<file path="src/rtl/mem_ctrl_pkg.sv">
// Shared definitions for the byte-serial RAM port controller: FSM states,
// requester ownership and the access-size decode.
package mem_ctrl_pkg;

    typedef enum logic [1:0] {
        IDLE  = 2'b00,
        READ  = 2'b01,
        WRITE = 2'b10,
        DONE  = 2'b11
    } state_e;

    typedef enum logic {
        OwnerIF  = 1'b0,
        OwnerMEM = 1'b1
    } owner_e;

    localparam logic [1:0] SizeByte = 2'b00;
    localparam logic [1:0] SizeHalf = 2'b01;
    localparam logic [1:0] SizeWord = 2'b11;

    // Code 10 is not a legal size but is served as a full word.
    function automatic logic [2:0] sizeToBytes(input logic [1:0] size);
        case (size)
            SizeByte: return 3'd1;
            SizeHalf: return 3'd2;
            default:  return 3'd4;
        endcase
    endfunction

endpackage

</file>
<file path="src/rtl/mem_ctrl.sv">
// Arbitrates the byte-wide RAM port between instruction fetch and the MEM
// stage, serialising little-endian 1/2/4-byte accesses one byte per cycle.
module mem_ctrl
    import mem_ctrl_pkg::*;
#(
    parameter int ADDR_W = 32
) (
    input  logic              clk,
    input  logic              rst,
    input  logic              if_req_i,
    input  logic [ADDR_W-1:0] if_addr_i,
    input  logic              if_flush_i,
    output logic              if_done_o,
    output logic [31:0]       if_data_o,
    input  logic              mem_r_req_i,
    input  logic              mem_w_req_i,
    input  logic [ADDR_W-1:0] mem_addr_i,
    input  logic [31:0]       mem_w_data_i,
    input  logic [1:0]        mem_state_i,
    output logic              mem_done_o,
    output logic [31:0]       mem_r_data_o,
    input  logic [7:0]        ram_din_i,
    output logic [7:0]        ram_dout_o,
    output logic [ADDR_W-1:0] ram_addr_o,
    output logic              ram_wr_o
);

    state_e              state_q, state_d;
    owner_e              owner_q, owner_d;
    logic [ADDR_W-1:0]   addr_q, addr_d;
    logic [2:0]          nBytes_q, nBytes_d;
    logic [2:0]          cnt_q, cnt_d;
    logic [31:0]         wData_q, wData_d;
    logic [31:0]         rdBuf_q, rdBuf_d;

    logic                ifDone_q, ifDone_d;
    logic [31:0]         ifData_q, ifData_d;
    logic                memDone_q, memDone_d;
    logic [31:0]         memRData_q, memRData_d;
    logic [7:0]          ramDout_q, ramDout_d;
    logic [ADDR_W-1:0]   ramAddr_q, ramAddr_d;
    logic                ramWr_q, ramWr_d;

    logic [2:0]          nextCnt;
    logic [1:0]          capLane;
    logic [1:0]          wrLane;
    logic [ADDR_W-1:0]   addrNext;
    logic [31:0]         capBuf;

    // In READ, cnt_q addresses byte cnt_q while the byte addressed one cycle
    // earlier (lane cnt_q-1) arrives on ram_din_i.
    assign nextCnt  = cnt_q + 3'd1;
    assign capLane  = 2'(cnt_q - 3'd1);
    assign wrLane   = nextCnt[1:0];
    assign addrNext = addr_q + ADDR_W'(nextCnt);

    always_comb begin
        capBuf = rdBuf_q;
        capBuf[{capLane, 3'b000} +: 8] = ram_din_i;
    end

    always_comb begin
        state_d    = state_q;
        owner_d    = owner_q;
        addr_d     = addr_q;
        nBytes_d   = nBytes_q;
        cnt_d      = cnt_q;
        wData_d    = wData_q;
        rdBuf_d    = rdBuf_q;
        ifDone_d   = 1'b0;
        ifData_d   = ifData_q;
        memDone_d  = 1'b0;
        memRData_d = memRData_q;
        ramDout_d  = 8'h00;
        ramAddr_d  = '0;
        ramWr_d    = 1'b0;

        case (state_q)
            IDLE: begin
                if (mem_w_req_i) begin
                    state_d   = WRITE;
                    owner_d   = OwnerMEM;
                    addr_d    = mem_addr_i;
                    nBytes_d  = sizeToBytes(mem_state_i);
                    cnt_d     = 3'd0;
                    wData_d   = mem_w_data_i;
                    ramWr_d   = 1'b1;
                    ramAddr_d = mem_addr_i;
                    ramDout_d = mem_w_data_i[7:0];
                end else if (mem_r_req_i) begin
                    state_d   = READ;
                    owner_d   = OwnerMEM;
                    addr_d    = mem_addr_i;
                    nBytes_d  = sizeToBytes(mem_state_i);
                    cnt_d     = 3'd0;
                    rdBuf_d   = '0;
                    ramAddr_d = mem_addr_i;
                end else if (if_req_i && !if_flush_i) begin
                    state_d   = READ;
                    owner_d   = OwnerIF;
                    addr_d    = if_addr_i;
                    nBytes_d  = 3'd4;
                    cnt_d     = 3'd0;
                    rdBuf_d   = '0;
                    ramAddr_d = if_addr_i;
                end
            end

            READ: begin
                if (owner_q == OwnerIF && if_flush_i) begin
                    state_d = IDLE;
                end else begin
                    if (cnt_q != 3'd0) begin
                        rdBuf_d = capBuf;
                    end
                    if (cnt_q == nBytes_q) begin
                        state_d = DONE;
                        if (owner_q == OwnerMEM) begin
                            memDone_d  = 1'b1;
                            memRData_d = capBuf;
                        end else begin
                            ifDone_d = 1'b1;
                            ifData_d = capBuf;
                        end
                    end else begin
                        cnt_d = nextCnt;
                        if (nextCnt < nBytes_q) begin
                            ramAddr_d = addrNext;
                        end
                    end
                end
            end

            WRITE: begin
                if (cnt_q == nBytes_q - 3'd1) begin
                    state_d   = DONE;
                    memDone_d = 1'b1;
                end else begin
                    cnt_d     = nextCnt;
                    ramWr_d   = 1'b1;
                    ramAddr_d = addrNext;
                    ramDout_d = wData_q[{wrLane, 3'b000} +: 8];
                end
            end

            default: begin
                state_d = IDLE;
            end
        endcase
    end

    always_ff @(posedge clk) begin
        if (!rst) begin
            state_q    <= IDLE;
            owner_q    <= OwnerIF;
            addr_q     <= '0;
            nBytes_q   <= 3'd0;
            cnt_q      <= 3'd0;
            wData_q    <= '0;
            rdBuf_q    <= '0;
            ifDone_q   <= 1'b0;
            ifData_q   <= '0;
            memDone_q  <= 1'b0;
            memRData_q <= '0;
            ramDout_q  <= 8'h00;
            ramAddr_q  <= '0;
            ramWr_q    <= 1'b0;
        end else begin
            state_q    <= state_d;
            owner_q    <= owner_d;
            addr_q     <= addr_d;
            nBytes_q   <= nBytes_d;
            cnt_q      <= cnt_d;
            wData_q    <= wData_d;
            rdBuf_q    <= rdBuf_d;
            ifDone_q   <= ifDone_d;
            ifData_q   <= ifData_d;
            memDone_q  <= memDone_d;
            memRData_q <= memRData_d;
            ramDout_q  <= ramDout_d;
            ramAddr_q  <= ramAddr_d;
            ramWr_q    <= ramWr_d;
        end
    end

    assign if_done_o    = ifDone_q;
    assign if_data_o    = ifData_q;
    assign mem_done_o   = memDone_q;
    assign mem_r_data_o = memRData_q;
    assign ram_dout_o   = ramDout_q;
    assign ram_addr_o   = ramAddr_q;
    assign ram_wr_o     = ramWr_q;

endmodule

</file>
<file path="config.mk">
export PLATFORM = sky130hd
export DESIGN_NAME = mem_ctrl
export DESIGN_NICKNAME = d
export VERILOG_FILES = /design/src/rtl/mem_ctrl_pkg.sv /design/src/rtl/mem_ctrl.sv
export SDC_FILE = /design/constraint.sdc
export NUM_CORES = 1
export LEC_CHECK = 0
export CAP_MARGIN = 5
export CORE_UTILIZATION = 46
export CTS_CLUSTER_SIZE = 20
export DETAILED_ROUTE_END_ITERATION = 16
export PLACE_DENSITY = 0.77
export SKIP_LAST_GASP = 1
export SLEW_MARGIN = 20
export SYNTH_ARGS = -nofsm -noshare
export SYNTH_HDL_FRONTEND = slang
export SYNTH_SLANG_ARGS = --single-unit
</file>
<file path="constraint.sdc">
create_clock -name clk -period 2.4 [get_ports clk]
set_input_delay 0.36 -clock clk [delete_from_list [all_inputs] [get_ports clk]]
set_output_delay 0.36 -clock clk [all_outputs]
set_load 0.01 [all_outputs]
</file>
==> results of run 1 <==
## per-stage QoR
| stage | setup TNS [ns] | utilization [%] | instance area, sq um | std cells |
|---|---|---|---|---|
| 6_report | 0 | 64.2 | 13200 | 1586 |
| 5_1_grt | -0.0943 | 64.2 | 13200 | 1586 |
| 4_1_cts | -0.00707 | 63.9 | 13100 | 1585 |
| 3_5_place_dp | -0.0406 | 60.3 | 12400 | 1543 |
| 3_3_place_gp | -0.00701 | 60.3 | 12400 | 1543 |
| 2_1_floorplan | 0 | - | 9760 | 1087 |
## kinds of logic after synthesis
kind of cell,Yosys count,share of synthesized area (%)
compound gates,306,23.5
xor+xnor,29,2.76
fa+ha+maj,18,2.39
buf+inv,94,4.38
flops,212,43.5
mux,11,2.16
simple gates,417,21.3
## synth_stat cells (8+ instances only)
library cell    n  area (sq um)
nand2_1       233           875
dfxtp_1       212          4240
a21boi_0       91           683
a21oi_1        72           360
o211a_1        64           641
clkbuf_1       48           180
nor2b_1        42           263
nand2b_1       37           231
nand3b_1       32           240
a22o_1         24           210
inv_1          18          67.6
xor2_1         18           158
ha_1           17           213
nand3_1        16          80.1
buf_4          12          90.1
nor2_1         12          45.0
o22ai_1        12          75.1
buf_2          11          55.1
nand4_1        11          68.8
o21ai_0        11          55.1
xnor2_1        10          87.6
mux4_2          8           180
## cell type report
type                    instances  area share (%)
clock buffers                  33            4.96
flip-flops and latches        212            32.3
repair buffers                263            19.7
inverters                      18           0.514
multi-input cells             781            39.4
well taps                     270            2.57
clock inverters                 9           0.561
## registers in the layout (all words and copies together), names as in the netlist, 8 cells and up
name and count:
ram_addr_o 32, if_data_o 32, wData_q 32, rdBuf_q 32, mem_r_data_o 32, ram_dout_o 8
addr_q 32
## repair_timing
| item | CTS | global route |
|---|---|---|
| pin swaps | 0 | 1 |
| setup buffers | 0 | 1 |
| cloned | 0 | 0 |
| setup endpoints to repair | 6 | 24 |
| resized for setup | 2 | 10 |
## per-layer routing
| metal | wire length, microns | vias to the layer above | global-route usage, % | part of all wire, % |
|---|---|---|---|---|
| met3 | 1960 | 28 | 5.19 | 7.4 |
| met4 | 352 | 0 | 5.21 | 1.3 |
| met2 | 12700 | 258 | 41.4 | 48 |
| met1 | 11600 | 4067 | 30.6 | 44 |
| met5 | 0 | - | 0 | 0 |
| li1 | - | 4218 | - | - |
## worst paths after layout
path | slack, ns | startpoint | endpoint
setup / recovery | 0.13 | cnt_q[0] | ram_addr_o[28]
hold / removal | 0.25 | rst | addr_q[11]
setup reg to reg | 0.13 | cnt_q[0] | ram_addr_o[28]
hold reg to reg | 0.46 | wData_q[14] | wData_q[14]
## where the power goes
group | total [W] | switching, W | internal [W]
clock network | 0.00344 | 0.00143 | 0.00200
logic | 0.00418 | 0.00229 | 0.00188
registers | 0.00439 | 0.000350 | 0.00404
total | 0.0120 | 0.00408 | 0.00793
==> impl_metrics.toml, run 1 <==
[clock_tree]
cts_buffers = 23
cts-root-buf = "clkbuf_16"
htreeDepth = 1
clock_path_buffers = 3
insertion_delay_ns = 0.52
postCtsHoldBufs = 0
clk_pin_slew_worst_paths_ns = 0.06
cts.sinks = 212
tritoncts = "done"

[cells_and_area]
seq_area_sq_um = 4240
synthToLayoutAreaGrowth_pct = 34.9
mostFrequentLayoutCell = "nand2_1"
drive_above_1_share_pct = 8.66
final_cell_mix = "232 x nand2_1, 217 x clkdlybuf4s50_1, 212 x dfxtp_1"
fin_nets = 1429
multi_input_area_sq_um = 5180
fillerInstances = 1734
diodes = 0

[drt]
routed-via-count = 8571
drc = 0
detail_route.wl_per_cell_microns = 16.8
wirelength_microns = 26700
via_per_inst = 5.40
first_pass_iters = 5
drt.antenna.violating_nets = 0
drt-initial-drc-count = 546

[pwr]
power_leakage_nw = 5.52
p_total_w = 0.0120
ir_drop_v = 0.000642
power_density_nw_per_um2 = 912

[setup_path]
cp.arrival_ns = 2.65
max_stage_delay_ns = 0.38
r2r_cells = 8
critPathSlowestCell = "dfxtp_1"
crit_chain = "inv_1, ha_2, fa_2, a21o_1, nand4_1, o31a_1, o21ai_0, a21oi_1"
path_depth = 8
endpoint_kind = "flop"
crit_fanout = 6
critical_path_required_ns = 2.78
setup.worst_path.class = "reg -> reg"
crit_family = "compound AO/OA/AOI/OAI gates"
critPathBufInv = 1
cp-start-kind = "flop"

[placement]
post-dp-hpwl_microns = 18700
pre_cts_ws_ns = -0.0124
gp_congestion = 0.872
port_buffers = 218

[outcome]
outcome = "finished clean"

[timing]
slew_violations = 0
layout_setup_ws_ns = 0.129
holdWs_ns = 0.253
grt_setup_unrepaired = "true"
slew_headroom_pct = 52.6
finalSetupViolCount = 0
max_freq_ghz = 0.440
post-route-period-util_pct = 94.6
fin_skew_ns = 0.0227
min_period_ns = 2.27
worstMarginPinSlew_ns = 0.707
finalHoldViolations = 0

[floorplanning]
ios = 219
core_sq_um = 20500
initial_utilization_pct = 47.6
die_h_microns = 148
rows = 52
die_area_sq_um = 21800
die_w_microns = 148

[worst_hold_path]
min_path_cells = 2
min_path_type = "in -> reg"

[yosys]
synth_nets = 1217
synth-seq-cells = 212
synth-edff-count = 0
syn_inst = 1087
ys.flop_type = "dfxtp_1"
synthDistinctLibCells = 56
syn_area_sq_um = 9750
ys.warnings.count = 0
yosysSeqAreaShare_pct = 43.5
async_flop_share_pct = 0
syn_area_per_cell_sq_um = 8.97

[global_routing]
grt_pass1_vias = 8312
antenna_found_initial = 0
overflow = 0
grt_max_degree = 91
grt_first_pass_wirelength_microns = 42400
grt_use_total_pct = 24.0

[job]
drv_cap = 0
(Power assumes the default switching activity.)
==> run 2, diff against run 1 <==
--- a/config.mk
+++ b/config.mk
@@ -15,3 +15,4 @@
 export SYNTH_ARGS = -nofsm -noshare
 export SYNTH_HDL_FRONTEND = slang
 export SYNTH_SLANG_ARGS = --single-unit
+export TNS_END_PERCENT = 50
==> run 2 against run 1 <==
  * Worst hold slack worse by 0.0016 ns
  * Register-to-register slack worse by 0.11 ns
  * Sequential share of layout area up 0.062 points
  * Clock-buffer cell count unchanged
  * Power down 0.11%
  * Clock skew about the same
  * Clock power about the same
  * Die area unchanged
  * First-iteration DRC count down 3.5%
  * Worst setup slack worse by 0.11 ns
  * Flip-flop and latch count unchanged
==> impl_metrics.toml, run 2 (synthesized netlist as in run 1, its figures left out) <==
[placement]
post-dp-hpwl_microns = 18700
gp_congestion = 0.872
pre_cts_ws_ns = -0.0124
dp_cells = 1543
port_buffers = 218

[timing]
slew_violations = 0
max_freq_ghz = 0.420
slew_headroom_pct = 52.3
finalHoldViolations = 0
finalSetupViolCount = 0
holdWs_ns = 0.251
min_period_ns = 2.38
layout_setup_ws_ns = 0.0182
post-route-period-util_pct = 99.2
grt_setup_unrepaired = "true"
worstMarginPinSlew_ns = 0.711
fin_skew_ns = 0.0223

[global_routing]
grt_first_pass_wirelength_microns = 42400
grt_use_total_pct = 24.0
antenna_found_initial = 0
overflow = 0
grt_max_degree = 91
grt_pass1_vias = 8312

[worst_hold_path]
min_path_cells = 2
worstHoldStart = "rst"
min_to = "addr_q[13]"
min_path_type = "in -> reg"

[setup_path]
setup.worst_path.class = "reg -> reg"
cp-start-kind = "flop"
endpoint_kind = "flop"
crit_chain = "ha_1, xor2_1, ha_2, a21o_1, nand4_1, o31a_1, o21ai_0, a21oi_1"
reg2reg_slack_ns = 0.02
critPathSlowestCell = "ha_2"
r2r-start = "cnt_q[0]"
reg2reg_to = "ram_addr_o[28]"
cp.arrival_ns = 2.76
max_stage_delay_ns = 0.42
crit_family = "compound AO/OA/AOI/OAI gates"
r2r_cells = 8
crit_fanout = 6
critPathBufInv = 0
critical_path_required_ns = 2.78

[clock_tree]
cts-root-buf = "clkbuf_16"
postCtsHoldBufs = 0
cts.sinks = 212
insertion_delay_ns = 0.52
htreeDepth = 1
cts_buffers = 23
clk_pin_slew_worst_paths_ns = 0.06
clock_path_buffers = 3
tritoncts = "done"

[cells_and_area]
diodes = 0
synthToLayoutAreaGrowth_pct = 34.7
fin_nets = 1429
drive_above_1_share_pct = 8.51
mostFrequentLayoutCell = "nand2_1"
instances_no_fill = 1586
final_cell_mix = "232 x nand2_1, 217 x clkdlybuf4s50_1, 212 x dfxtp_1"

[floorplanning]
ios = 219
rows = 52
core_sq_um = 20500
initial_utilization_pct = 47.6
die_area_sq_um = 21800
die_w_microns = 148
die_h_microns = 148

[drt]
drt-initial-drc-count = 527
wirelength_microns = 26600
via_per_inst = 5.41
drc = 0
drt.antenna.violating_nets = 0
detail_route.wl_per_cell_microns = 16.8
routed-via-count = 8574
first_pass_iters = 5

[pwr]
power_leakage_nw = 5.52
ir_drop_v = 0.000640
power_density_nw_per_um2 = 913
p_total_w = 0.0120

[job]
drv_cap = 0

[outcome]
outcome = "finished clean"
[run 2: cell types whose count changed in the layout (fill, tap and decap cells not counted)]
cell	delta
buf_4	+1
buf_6	-1
fa_1	+1
fa_2	-1
ha_2	+1
ha_4	-1
nor3_1	-1
nor3_2	+1
nor4_1	+1
nor4_2	-1
xor2_1	+1
xor2_2	-1
[run 2: worst max-delay path by stage]
stage / startpoint / to / cells past startpoint
6_report: cnt_q[0] / ram_addr_o[28] / 8
5_1_grt: cnt_q[0] / ram_addr_o[16] / 9
4_1_cts: cnt_q[0] / ram_addr_o[25] / 8
3_5_place_dp: cnt_q[0] / ram_addr_o[30] / 8
3_3_place_gp: cnt_q[0] / ram_addr_o[30] / 8
2_1_floorplan: cnt_q[0] / ram_addr_o[25] / 9
[run 2: through the flow]
stage | setup TNS (ns) | util (%) | instance area, sq um
after floorplan | 0 | - | 9760
after global placement | -0.00701 | 60.3 | 12400
after detailed placement | -0.0406 | 60.3 | 12400
after CTS | -0.0197 | 63.9 | 13100
after global routing | -0.436 | 64.1 | 13100
final | 0 | 64.1 | 13100
[run 2: routing by layer]
layer / up-vias / track usage (%) / wire length, microns
met5: - / 0 / 0
li1: 4220 / - / -
met1: 4052 / 30.6 / 11400
met3: 30 / 5.19 / 2120
met2: 272 / 41.4 / 12700
met4: 0 / 5.21 / 391
[run 2: cell type report]
type | instances | area [sq um]
flip-flops and latches | 212 | 4240
repair buffers | 263 | 2590
well taps | 270 | 338
clock inverters | 9 | 73.8
fillers | 1741 | 7360
multi-input cells | 781 | 5160
inverters | 18 | 67.6
clock buffers | 33 | 653
[run 2: timing repair]
item                                    CTS  global route
endpoints found under the setup margin    6            23
pin swaps                                 0             2
setup buffers                             0             1
resized for setup                         1             7
[run 2: power breakdown]
part,leakage [nW],internal [W],switching [W]
combinational,3.43,0.00188,0.00229
sequential,1.73,0.00404,0.000348
clock,0.365,0.00200,0.00144
total,5.52,0.00792,0.00407
